File: src/rtl/sad_job_ctrl_pkg.sv
// Shared SAD controller definitions: default widths, write level, watchdog
// limit and the job FSM state encoding.
package sad_job_ctrl_pkg;

  localparam int   A_WIDTH_DEF  = 15;
  localparam int   D_WIDTH_DEF  = 8;
  localparam int   C_WIDTH_DEF  = 7;
  localparam int   R_WIDTH_DEF  = 32;
  localparam logic WR_LEVEL_DEF = 1'b1;
  localparam int   WDOG_MAX_DEF = 40000;

  typedef enum logic [1:0] {
    ST_IDLE = 2'd0,
    ST_GO   = 2'd1,
    ST_RUN  = 2'd2,
    ST_DONE = 2'd3
  } state_t;

  // The host owns the memory ports only while no job is in flight.
  function automatic logic host_owns(input state_t st);
    return (st == ST_IDLE);
  endfunction

endpackage

File: src/rtl/sad_job_ctrl_port_mux.sv
// Combinational owner select for the operand (A/B) and result (C) memory
// ports: host side while idle, SAD core side while a job is in flight.
module sad_job_ctrl_port_mux
  import sad_job_ctrl_pkg::*;
#(
  parameter int   A_WIDTH  = A_WIDTH_DEF,
  parameter int   D_WIDTH  = D_WIDTH_DEF,
  parameter int   C_WIDTH  = C_WIDTH_DEF,
  parameter logic WR_LEVEL = WR_LEVEL_DEF
) (
  input  logic               host_sel,
  input  logic               host_wr,
  input  logic [A_WIDTH-1:0] host_addr,
  input  logic [D_WIDTH-1:0] host_da,
  input  logic [D_WIDTH-1:0] host_db,
  input  logic               host_rd,
  input  logic [C_WIDTH-1:0] host_raddr,
  input  logic [A_WIDTH-1:0] sad_a_addr,
  input  logic [A_WIDTH-1:0] sad_b_addr,
  input  logic [C_WIDTH-1:0] sad_c_addr,
  input  logic               sad_i_rw,
  input  logic               sad_i_en,
  input  logic               sad_o_rw,
  input  logic               sad_o_en,
  output logic [A_WIDTH-1:0] mem_a_addr,
  output logic [A_WIDTH-1:0] mem_b_addr,
  output logic [D_WIDTH-1:0] mem_a_di,
  output logic [D_WIDTH-1:0] mem_b_di,
  output logic               mem_i_rw,
  output logic               mem_i_en,
  output logic [C_WIDTH-1:0] mem_c_addr,
  output logic               mem_o_rw,
  output logic               mem_o_en
);

  // Route every memory port from the current owner; the core never writes A/B data.
  always_comb begin
    mem_a_addr = sad_a_addr;
    mem_b_addr = sad_b_addr;
    mem_a_di   = {D_WIDTH{1'b0}};
    mem_b_di   = {D_WIDTH{1'b0}};
    mem_i_rw   = sad_i_rw;
    mem_i_en   = sad_i_en;
    mem_c_addr = sad_c_addr;
    mem_o_rw   = sad_o_rw;
    mem_o_en   = sad_o_en;
    if (host_sel) begin
      mem_a_addr = host_addr;
      mem_b_addr = host_addr;
      mem_a_di   = host_da;
      mem_b_di   = host_db;
      mem_i_en   = host_wr;
      if (host_wr) begin
        mem_i_rw = WR_LEVEL;
      end else begin
        mem_i_rw = ~WR_LEVEL;
      end
      mem_c_addr = host_raddr;
      mem_o_en   = host_rd;
      mem_o_rw   = ~WR_LEVEL;
    end else begin
      mem_i_en = sad_i_en;
    end
  end

endmodule

File: src/rtl/sad_job_ctrl.sv
// SAD job sequencer and port arbiter. The host preloads A/B, starts a job,
// and reads results from C once the core reports done.
// Optional feature macro: SAD_WDOG_EN (RUN-state watchdog with core abort).
module sad_job_ctrl
  import sad_job_ctrl_pkg::*;
#(
  parameter int   A_WIDTH  = A_WIDTH_DEF,
  parameter int   D_WIDTH  = D_WIDTH_DEF,
  parameter int   C_WIDTH  = C_WIDTH_DEF,
  parameter int   R_WIDTH  = R_WIDTH_DEF,
  parameter logic WR_LEVEL = WR_LEVEL_DEF,
  parameter int   WDOG_MAX = WDOG_MAX_DEF
) (
  input  logic               Clk,
  input  logic               Rst,
  input  logic               Host_Start,
  input  logic               Host_Wr,
  input  logic [A_WIDTH-1:0] Host_Addr,
  input  logic [D_WIDTH-1:0] Host_DA,
  input  logic [D_WIDTH-1:0] Host_DB,
  input  logic               Host_Rd,
  input  logic [C_WIDTH-1:0] Host_RAddr,
  output logic [R_WIDTH-1:0] Host_RData,
  output logic               Host_RValid,
  output logic               Busy,
  output logic               Job_Done,
  output logic [15:0]        Job_Cnt,
  output logic               Err_Busy,
  output logic               Err_Tmo,
  output logic               Sad_Go,
  output logic               Sad_Rst,
  input  logic               Sad_Done,
  input  logic [A_WIDTH-1:0] Sad_A_Addr,
  input  logic [A_WIDTH-1:0] Sad_B_Addr,
  input  logic [C_WIDTH-1:0] Sad_C_Addr,
  input  logic               Sad_I_RW,
  input  logic               Sad_I_En,
  input  logic               Sad_O_RW,
  input  logic               Sad_O_En,
  output logic [A_WIDTH-1:0] Mem_A_Addr,
  output logic [A_WIDTH-1:0] Mem_B_Addr,
  output logic [D_WIDTH-1:0] Mem_A_Di,
  output logic [D_WIDTH-1:0] Mem_B_Di,
  output logic               Mem_I_RW,
  output logic               Mem_I_En,
  output logic [C_WIDTH-1:0] Mem_C_Addr,
  output logic               Mem_O_RW,
  output logic               Mem_O_En,
  input  logic [R_WIDTH-1:0] Mem_C_Data
);

  state_t             state_r;
  state_t             state_nxt_s;
  logic               host_sel_s;
  logic               start_acc_s;
  logic               host_req_s;
  logic               sad_go_r;
  logic               job_done_r;
  logic               busy_r;
  logic [15:0]        job_cnt_r;
  logic               err_busy_r;
  logic               rd_pend_r;
  logic [R_WIDTH-1:0] rdata_r;

  assign host_sel_s  = host_owns(state_r);
  assign start_acc_s = Host_Start & host_sel_s;
  assign host_req_s  = Host_Start | Host_Wr | Host_Rd;

`ifdef SAD_WDOG_EN
  localparam int WD_W = $clog2(WDOG_MAX + 1);
  logic [WD_W-1:0] wdog_cnt_r;
  logic            wdog_hit_s;
  logic            wdog_to_s;
  logic            sad_rst_r;
  logic            err_tmo_r;

  // Last permitted RUN cycle: the counter reads WDOG_MAX-1 during the WDOG_MAX-th RUN cycle.
  assign wdog_hit_s = (wdog_cnt_r == WD_W'(WDOG_MAX - 1));
`endif

  // Next-state decode; Sad_Done is only honoured while the core is running.
  always_comb begin
    state_nxt_s = state_r;
`ifdef SAD_WDOG_EN
    wdog_to_s = 1'b0;
`endif
    case (state_r)
      ST_IDLE: begin
        if (Host_Start) begin
          state_nxt_s = ST_GO;
        end else begin
          state_nxt_s = ST_IDLE;
        end
      end
      ST_GO: begin
        state_nxt_s = ST_RUN;
      end
      ST_RUN: begin
        if (Sad_Done) begin
          state_nxt_s = ST_DONE;
        end
`ifdef SAD_WDOG_EN
        else if (wdog_hit_s) begin
          state_nxt_s = ST_IDLE;
          wdog_to_s   = 1'b1;
        end
`endif
        else begin
          state_nxt_s = ST_RUN;
        end
      end
      ST_DONE: begin
        state_nxt_s = ST_IDLE;
      end
      default: begin
        state_nxt_s = ST_IDLE;
      end
    endcase
  end

  // State register plus outputs decoded from the next state so they align with it.
  always_ff @(posedge Clk) begin
    if (Rst) begin
      state_r    <= ST_IDLE;
      sad_go_r   <= 1'b0;
      job_done_r <= 1'b0;
      busy_r     <= 1'b0;
    end else begin
      state_r    <= state_nxt_s;
      sad_go_r   <= (state_nxt_s == ST_GO);
      job_done_r <= (state_nxt_s == ST_DONE);
      busy_r     <= (state_nxt_s != ST_IDLE);
    end
  end

  // Completed-job counter, bumped on entry to DONE and wrapping naturally.
  always_ff @(posedge Clk) begin
    if (Rst) begin
      job_cnt_r <= 16'd0;
    end else if (state_nxt_s == ST_DONE) begin
      job_cnt_r <= job_cnt_r + 16'd1;
    end
  end

  // Sticky flag for host requests dropped while a job owns the memories.
  always_ff @(posedge Clk) begin
    if (Rst) begin
      err_busy_r <= 1'b0;
    end else if (start_acc_s) begin
      err_busy_r <= 1'b0;
    end else if (!host_sel_s && host_req_s) begin
      err_busy_r <= 1'b1;
    end
  end

  // Track an accepted result read and hold the returned word after the pulse.
  always_ff @(posedge Clk) begin
    if (Rst) begin
      rd_pend_r <= 1'b0;
      rdata_r   <= {R_WIDTH{1'b0}};
    end else begin
      rd_pend_r <= Host_Rd & host_sel_s;
      if (rd_pend_r) begin
        rdata_r <= Mem_C_Data;
      end
    end
  end

`ifdef SAD_WDOG_EN
  // RUN-cycle watchdog counter, restarted on every GO.
  always_ff @(posedge Clk) begin
    if (Rst) begin
      wdog_cnt_r <= {WD_W{1'b0}};
    end else if (state_r == ST_GO) begin
      wdog_cnt_r <= {WD_W{1'b0}};
    end else if (state_r == ST_RUN) begin
      wdog_cnt_r <= wdog_cnt_r + {{(WD_W-1){1'b0}}, 1'b1};
    end
  end

  // Core abort pulse and sticky timeout flag, cleared by the next accepted start.
  always_ff @(posedge Clk) begin
    if (Rst) begin
      sad_rst_r <= 1'b0;
      err_tmo_r <= 1'b0;
    end else begin
      sad_rst_r <= wdog_to_s;
      if (start_acc_s) begin
        err_tmo_r <= 1'b0;
      end else if (wdog_to_s) begin
        err_tmo_r <= 1'b1;
      end
    end
  end

  assign Sad_Rst = sad_rst_r;
  assign Err_Tmo = err_tmo_r;
`else
  assign Sad_Rst = 1'b0;
  assign Err_Tmo = 1'b0;
`endif

  // The synchronous C read lands the cycle after the request, alongside the valid pulse.
  assign Host_RData  = rd_pend_r ? Mem_C_Data : rdata_r;
  assign Host_RValid = rd_pend_r;
  assign Busy        = busy_r;
  assign Job_Done    = job_done_r;
  assign Job_Cnt     = job_cnt_r;
  assign Err_Busy    = err_busy_r;
  assign Sad_Go      = sad_go_r;

  sad_job_ctrl_port_mux #(
    .A_WIDTH  (A_WIDTH),
    .D_WIDTH  (D_WIDTH),
    .C_WIDTH  (C_WIDTH),
    .WR_LEVEL (WR_LEVEL)
  ) u_port_mux (
    .host_sel   (host_sel_s),
    .host_wr    (Host_Wr),
    .host_addr  (Host_Addr),
    .host_da    (Host_DA),
    .host_db    (Host_DB),
    .host_rd    (Host_Rd),
    .host_raddr (Host_RAddr),
    .sad_a_addr (Sad_A_Addr),
    .sad_b_addr (Sad_B_Addr),
    .sad_c_addr (Sad_C_Addr),
    .sad_i_rw   (Sad_I_RW),
    .sad_i_en   (Sad_I_En),
    .sad_o_rw   (Sad_O_RW),
    .sad_o_en   (Sad_O_En),
    .mem_a_addr (Mem_A_Addr),
    .mem_b_addr (Mem_B_Addr),
    .mem_a_di   (Mem_A_Di),
    .mem_b_di   (Mem_B_Di),
    .mem_i_rw   (Mem_I_RW),
    .mem_i_en   (Mem_I_En),
    .mem_c_addr (Mem_C_Addr),
    .mem_o_rw   (Mem_O_RW),
    .mem_o_en   (Mem_O_En)
  );

endmodule

File: config.mk
export PLATFORM = sky130hd
export DESIGN_NAME = sad_job_ctrl
export DESIGN_NICKNAME = d
export VERILOG_FILES = /design/src/rtl/sad_job_ctrl_pkg.sv /design/src/rtl/sad_job_ctrl_port_mux.sv /design/src/rtl/sad_job_ctrl.sv
export SDC_FILE = /design/constraint.sdc
export NUM_CORES = 1
export LEC_CHECK = 0
export ABC_AREA = 0
export BUFFER_PORTS_ARGS = -buffer_cell sky130_fd_sc_hd__buf_2
export CAP_MARGIN = 20
export CORE_ASPECT_RATIO = 0.9
export CORE_MARGIN = 5
export CORE_UTILIZATION = 23
export CTS_CLUSTER_SIZE = 25
export DETAILED_ROUTE_END_ITERATION = 6
export SYNTH_ARGS = -nofsm -noshare
export SYNTH_HDL_FRONTEND = slang
export SYNTH_SLANG_ARGS = --single-unit
File: constraint.sdc
create_clock -name Clk -period 2.2 [get_ports Clk]
set_input_delay 0.11 -clock Clk [delete_from_list [all_inputs] [get_ports Clk]]
set_output_delay 0.11 -clock Clk [all_outputs]
set_load 0.02 [all_outputs]
-- Yosys cells after proc, flatten, opt, wreduce, memory -nomap -nowiden
Cells that the tools add are included.
- reduce and logical (&&, ||, !) cells: 5
- bitwise operators: 4
- equality and inequality tests: 5
- add/subtract/negate cells: 1
- muxes and demuxes: 14
- operators by type and width (kind ; number):
    2-to-1 mux 32 bit ; 1
    2-to-1 mux 15 bit ; 2
    adder 16 x 1 -> 16 bit, second input constant ; 1
    2-to-1 mux 8 bit ; 2
    case mux 2 bit (4 select lines) ; 1
    2-to-1 mux 1 bit ; 7
    2-to-1 mux 7 bit ; 1
    equality test 2 bit, second input constant ; 3
    equality test 2 x 1 -> 1 bit, second input constant ; 2
    bitwise AND 1 bit ; 2
    logical NOT 2 bit ; 1
    OR 1 bit ; 2
    nonzero test 2 bit ; 1
    OR reduction 2 bit ; 1
    logical AND 1 bit ; 1
    logical NOT 1 bit ; 1
- register bits after elaboration: 55
- input port bits: 117

-- Depth between registers and ports, before layout
- depth after elaboration: 3
- mapped depth: 7

-- Modules after synthesis
Synthesis repeated with hierarchy kept, for this count alone.
- cells, all modules: 283
- area total of the unflattened synthesis: 2891.5 µm²
- modules (own cells, without submodules) (module ; cells each ; area each (µm²) ; instances ; seq. area each (µm²)):
    sad_job_ctrl ; 220 ; 2237.1 ; 1 ; 1101.1
    sad_job_ctrl_port_mux ; 63 ; 654.4 ; 1 ; 0.0

-- Least setup slack after synthesis
Ideal clock, no wire load.
- kind: reg2reg
- start point: reg state_r[0]
- end point: reg job_cnt_r[12] (netlist: Job_Cnt[12])
- library setup time: 0.070 ns
- arrival: 1.637 ns
- required time: 2.130 ns
- stages on the path, launching flop included: 7
- setup slack: 0.494 ns
- period minus slack after synthesis: 1.706 ns
- cell sequence: dfxtp_1 inv_1 ha_1 nand3b_4 a211o_1 or3_2 a21oi_1
- cells in the longest elaborated chain, start to end: 3
- ends and longest elaborated chain (item ; line ; RTL):
    from (decl) ; sad_job_ctrl.sv:52 ; state_t state_r;
    from (signal assigned) ; sad_job_ctrl.sv:129 ; state_r <= state_nxt_s;
    equality test 2 bit, or another cell as far along ; sad_job_ctrl.sv:87 ; case (state_r)
    case mux 2 bit (4 select lines) * ; sad_job_ctrl.sv:87 ;
    equality test 2 bit * ; sad_job_ctrl.sv:140 ; end else if (state_nxt_s == ST_DONE) begin
    to (signal assigned) ; sad_job_ctrl.sv:141 ; job_cnt_r <= job_cnt_r + 16'd1;
    to (decl) ; sad_job_ctrl.sv:60 ; logic [15:0] job_cnt_r;
Every way passes the cells marked *; elsewhere a longest branch is shown, timed or not.
A chain may end at the register's enable or synchronous reset.

-- Worst setup path in the final report
- start point: reg state_r[0]
- end point: out Mem_C_Addr[0]
- cells in the longest elaborated chain, start to end: 2
- ends and longest elaborated chain (item ; line ; RTL):
    logical NOT 2 bit ; sad_job_ctrl_pkg.sv:21 ; return (st == ST_IDLE);
    2-to-1 mux 7 bit ; sad_job_ctrl_port_mux.sv:47 ; if (host_sel) begin
    to (decl) ; sad_job_ctrl.sv:46 ; output logic [C_WIDTH-1:0] Mem_C_Addr,
No other way between the ends.

==> results.cfg <==
[run_status]
outcome = completed

[min_path]
hold_path_class = in -> reg
whs_endpoint = Host_RValid
whs_path_depth = 3
hold_start = Host_Rd

[yosys]
syn_area_um2 = 2860
synth_async_sr_flop_share = 0
ys_types = 39
syn_avg_cell_area_um2 = 8.52
seq_area_frac_synth = 0.385
synth-edff-count = 0
ys_seq_elements = 55
synth-main-ff-cell = dfxtp_1
synthCells = 336
yosys_warnings = 0

[cts]
cts-buffers-inserted = 5
post_cts_resized = 0
clk_pin_slew_ns = 0.08
clkSinkCount = 55
post-cts-setup-buffer-count = 0
cts_hold_buf = 0
htreeDepth = 2
cts_tree = built
root_buffer = clkbuf_16
clk_latency_ns = 0.30
clk_path_buf_depth = 2

[critical_path]
cp_max_fo = 75
end_kind = output pin
reg2reg_to = Job_Cnt[12]
cp-start-kind = flop
worst_ep_arrival_time_ns = 1.93
reg2reg_depth = 6
worstPathRequired_ns = 2.09
r2r_slack_ns = 0.35
r2r-start = state_r[1]
critPathKind = reg -> out

[grt]
antenna_found_initial = 3
grt_pass1_wl_um = 15400
grt_use_total = 0.132
grt_overflow = 0
grt_max_degree = 76
grt_pass1_vias = 3029

[flow_run]
drv_cap = 0

[placed_design]
place_area_um2 = 4120
gp_congestion = 0.902
hpwl_um = 8700
port_buffers = 226

[pwr]
leakagePower_nw = 2.29
ir_worst_vdd_mv = 0.295
p_per_area_nw_per_um2 = 680

[floorplan]
core-area_um2 = 12100
die_area_um2 = 14800
floorplan.initialDensity = 0.236
num_rows = 38
die_w_um = 128
ios = 229
dieHeight_um = 116

[final_layout]
area_growth_pct = 50.1
fin_area_um2 = 4300
final_nets = 672
final_layout_size_suffix_gt1_frac = 0.505

[route]
antenna_left = 0
drt_iter0_markers = 117
viasPerCell = 4.28
vias = 3065
wl_per_cell_um = 14.3
first_pass_iters = 4
routed_wl_um = 10200
drc_errors = 0

[sta]
slew_viol_final = 0
fin_tns_setup_ns = 0
finalCritPeriodShare = 0.927
worst_pin_slew_ns = 0.551
hold_viol = 0
grt_setup_unrepaired = false
finClkSkew_ns = 0.00841
slew_headroom = 0.623
fmax_mhz = 490
period_minus_slack_ns = 2.04
finalHoldWorstSlack_ns = 0.0825
setup_viol = 0
## where the power goes
group / total, W / internal (W) / switching [W]
logic: 0.000971 / 0.000379 / 0.000592
registers: 0.00106 / 0.00104 / 0.0000139
clock network: 0.000895 / 0.000537 / 0.000358
## worst max-delay path, cell delays in order (launching register included)
cell     delay, ns
dfxtp_1       0.31
inv_1         0.08
ha_2          0.19
buf_4         0.46
mux2_2        0.40
buf_2         0.16
## cell type report
type / instances / area [um^2]
tap: 160 / 200
clock inverter: 3 / 43.8
multi-input combinational: 221 / 1520
antenna: 3 / 7.51
sequential: 55 / 1100
fill: 1297 / 7830
inverter: 40 / 150
timing repair buffer: 229 / 1150
clock buffer: 5 / 125
## stage by stage
| step | worst slack, ns | utilization | power, W | std cells |
|---|---|---|---|---|
| after floorplan | 0.494 | - | 0.00170 | 337 |
| after detailed placement | 0.359 | 0.340 | 0.00206 | 705 |
| after global placement | 0.434 | 0.340 | 0.00205 | 705 |
| after CTS | 0.161 | 0.354 | 0.00298 | 713 |
| final | 0.160 | 0.354 | 0.00292 | 716 |
| after global routing | 0.0399 | 0.354 | 0.00309 | 716 |
## Yosys cell counts (all sizes together) (2+ instances only)
| cell | instances | area share |
|---|---|---|
| nor3 | 2 | 0.0035 |
| o21ai | 38 | 0.066 |
| o31ai | 3 | 0.0079 |
| and2 | 17 | 0.037 |
| or3 | 4 | 0.0092 |
| buf | 9 | 0.020 |
| nand2b | 2 | 0.0044 |
| clkbuf | 12 | 0.016 |
| a21o | 2 | 0.0052 |
| nand4 | 2 | 0.0096 |
| or4 | 3 | 0.0079 |
| dfxtp | 55 | 0.38 |
| mux2 | 40 | 0.16 |
| a21oi | 9 | 0.016 |
| ha | 3 | 0.013 |
| a211oi | 3 | 0.0079 |
| nand2 | 23 | 0.030 |
| nor2b | 34 | 0.074 |
| xnor2 | 5 | 0.015 |
| inv | 40 | 0.052 |
| nand3 | 5 | 0.0087 |
| nor2 | 14 | 0.018 |
## worst max path at each step
stage                    start            end  slack, ns  cells past startpoint
floorplan           state_r[0]    Job_Cnt[12]       0.49                      6
global placement    state_r[1]    Job_Cnt[12]       0.43                      6
detailed placement  state_r[1]    Job_Cnt[12]       0.36                      6
CTS                 state_r[0]  Mem_C_Addr[0]       0.16                      5
global route        state_r[0]  Mem_C_Addr[1]       0.04                      5
finish              state_r[0]  Mem_C_Addr[0]       0.16                      5
## kinds of logic (layout without fill, tap and decap cells)
family | after synthesis | count (layout) | share of synthesized area
compound gates | 59 | 59 | 0.116
xor+xnor | 6 | 6 | 0.0184
fa+ha+maj | 3 | 3 | 0.0131
buf+inv | 61 | 277 | 0.0883
flops | 55 | 55 | 0.385
mux | 41 | 41 | 0.161
other cells | 1 | 5 | 0.00131
simple gates | 110 | 110 | 0.218
## placed cells by master (no fill, tap or decap), drive strengths merged, types with 2 or more instances in the layout
cell	netlist	layout
a211oi	3	3
a21o	2	2
a21oi	9	9
and2	17	17
buf	9	229
clkbuf	12	5
clkinv	0	2
conb	1	2
dfxtp	55	55
diode	0	3
ha	3	3
inv	40	40
mux2	40	40
nand2	23	23
nand2b	2	2
nand3	5	5
nand4	2	2
nor2	14	14
nor2b	34	34
nor3	2	2
o21ai	38	38
o31ai	3	3
or3	4	4
or4	3	3
xnor2	5	5
## metal layers
layer | track usage | part of all wire | up-vias
met5 | 0 | 0 | -
met4 | 0.0431 | 0.011 | 0
met3 | 0.0378 | 0.090 | 9
met2 | 0.259 | 0.54 | 136
met1 | 0.134 | 0.36 | 1385
li1 | - | - | 1535
## sequential cells by signal (all words and copies together) (netlist names)
name,flops
rdata_r,32
Job_Cnt,16
state_r,2
Busy,1
Err_Busy,1
Host_RValid,1
Job_Done,1
Sad_Go,1
(Power assumes the default switching activity.)
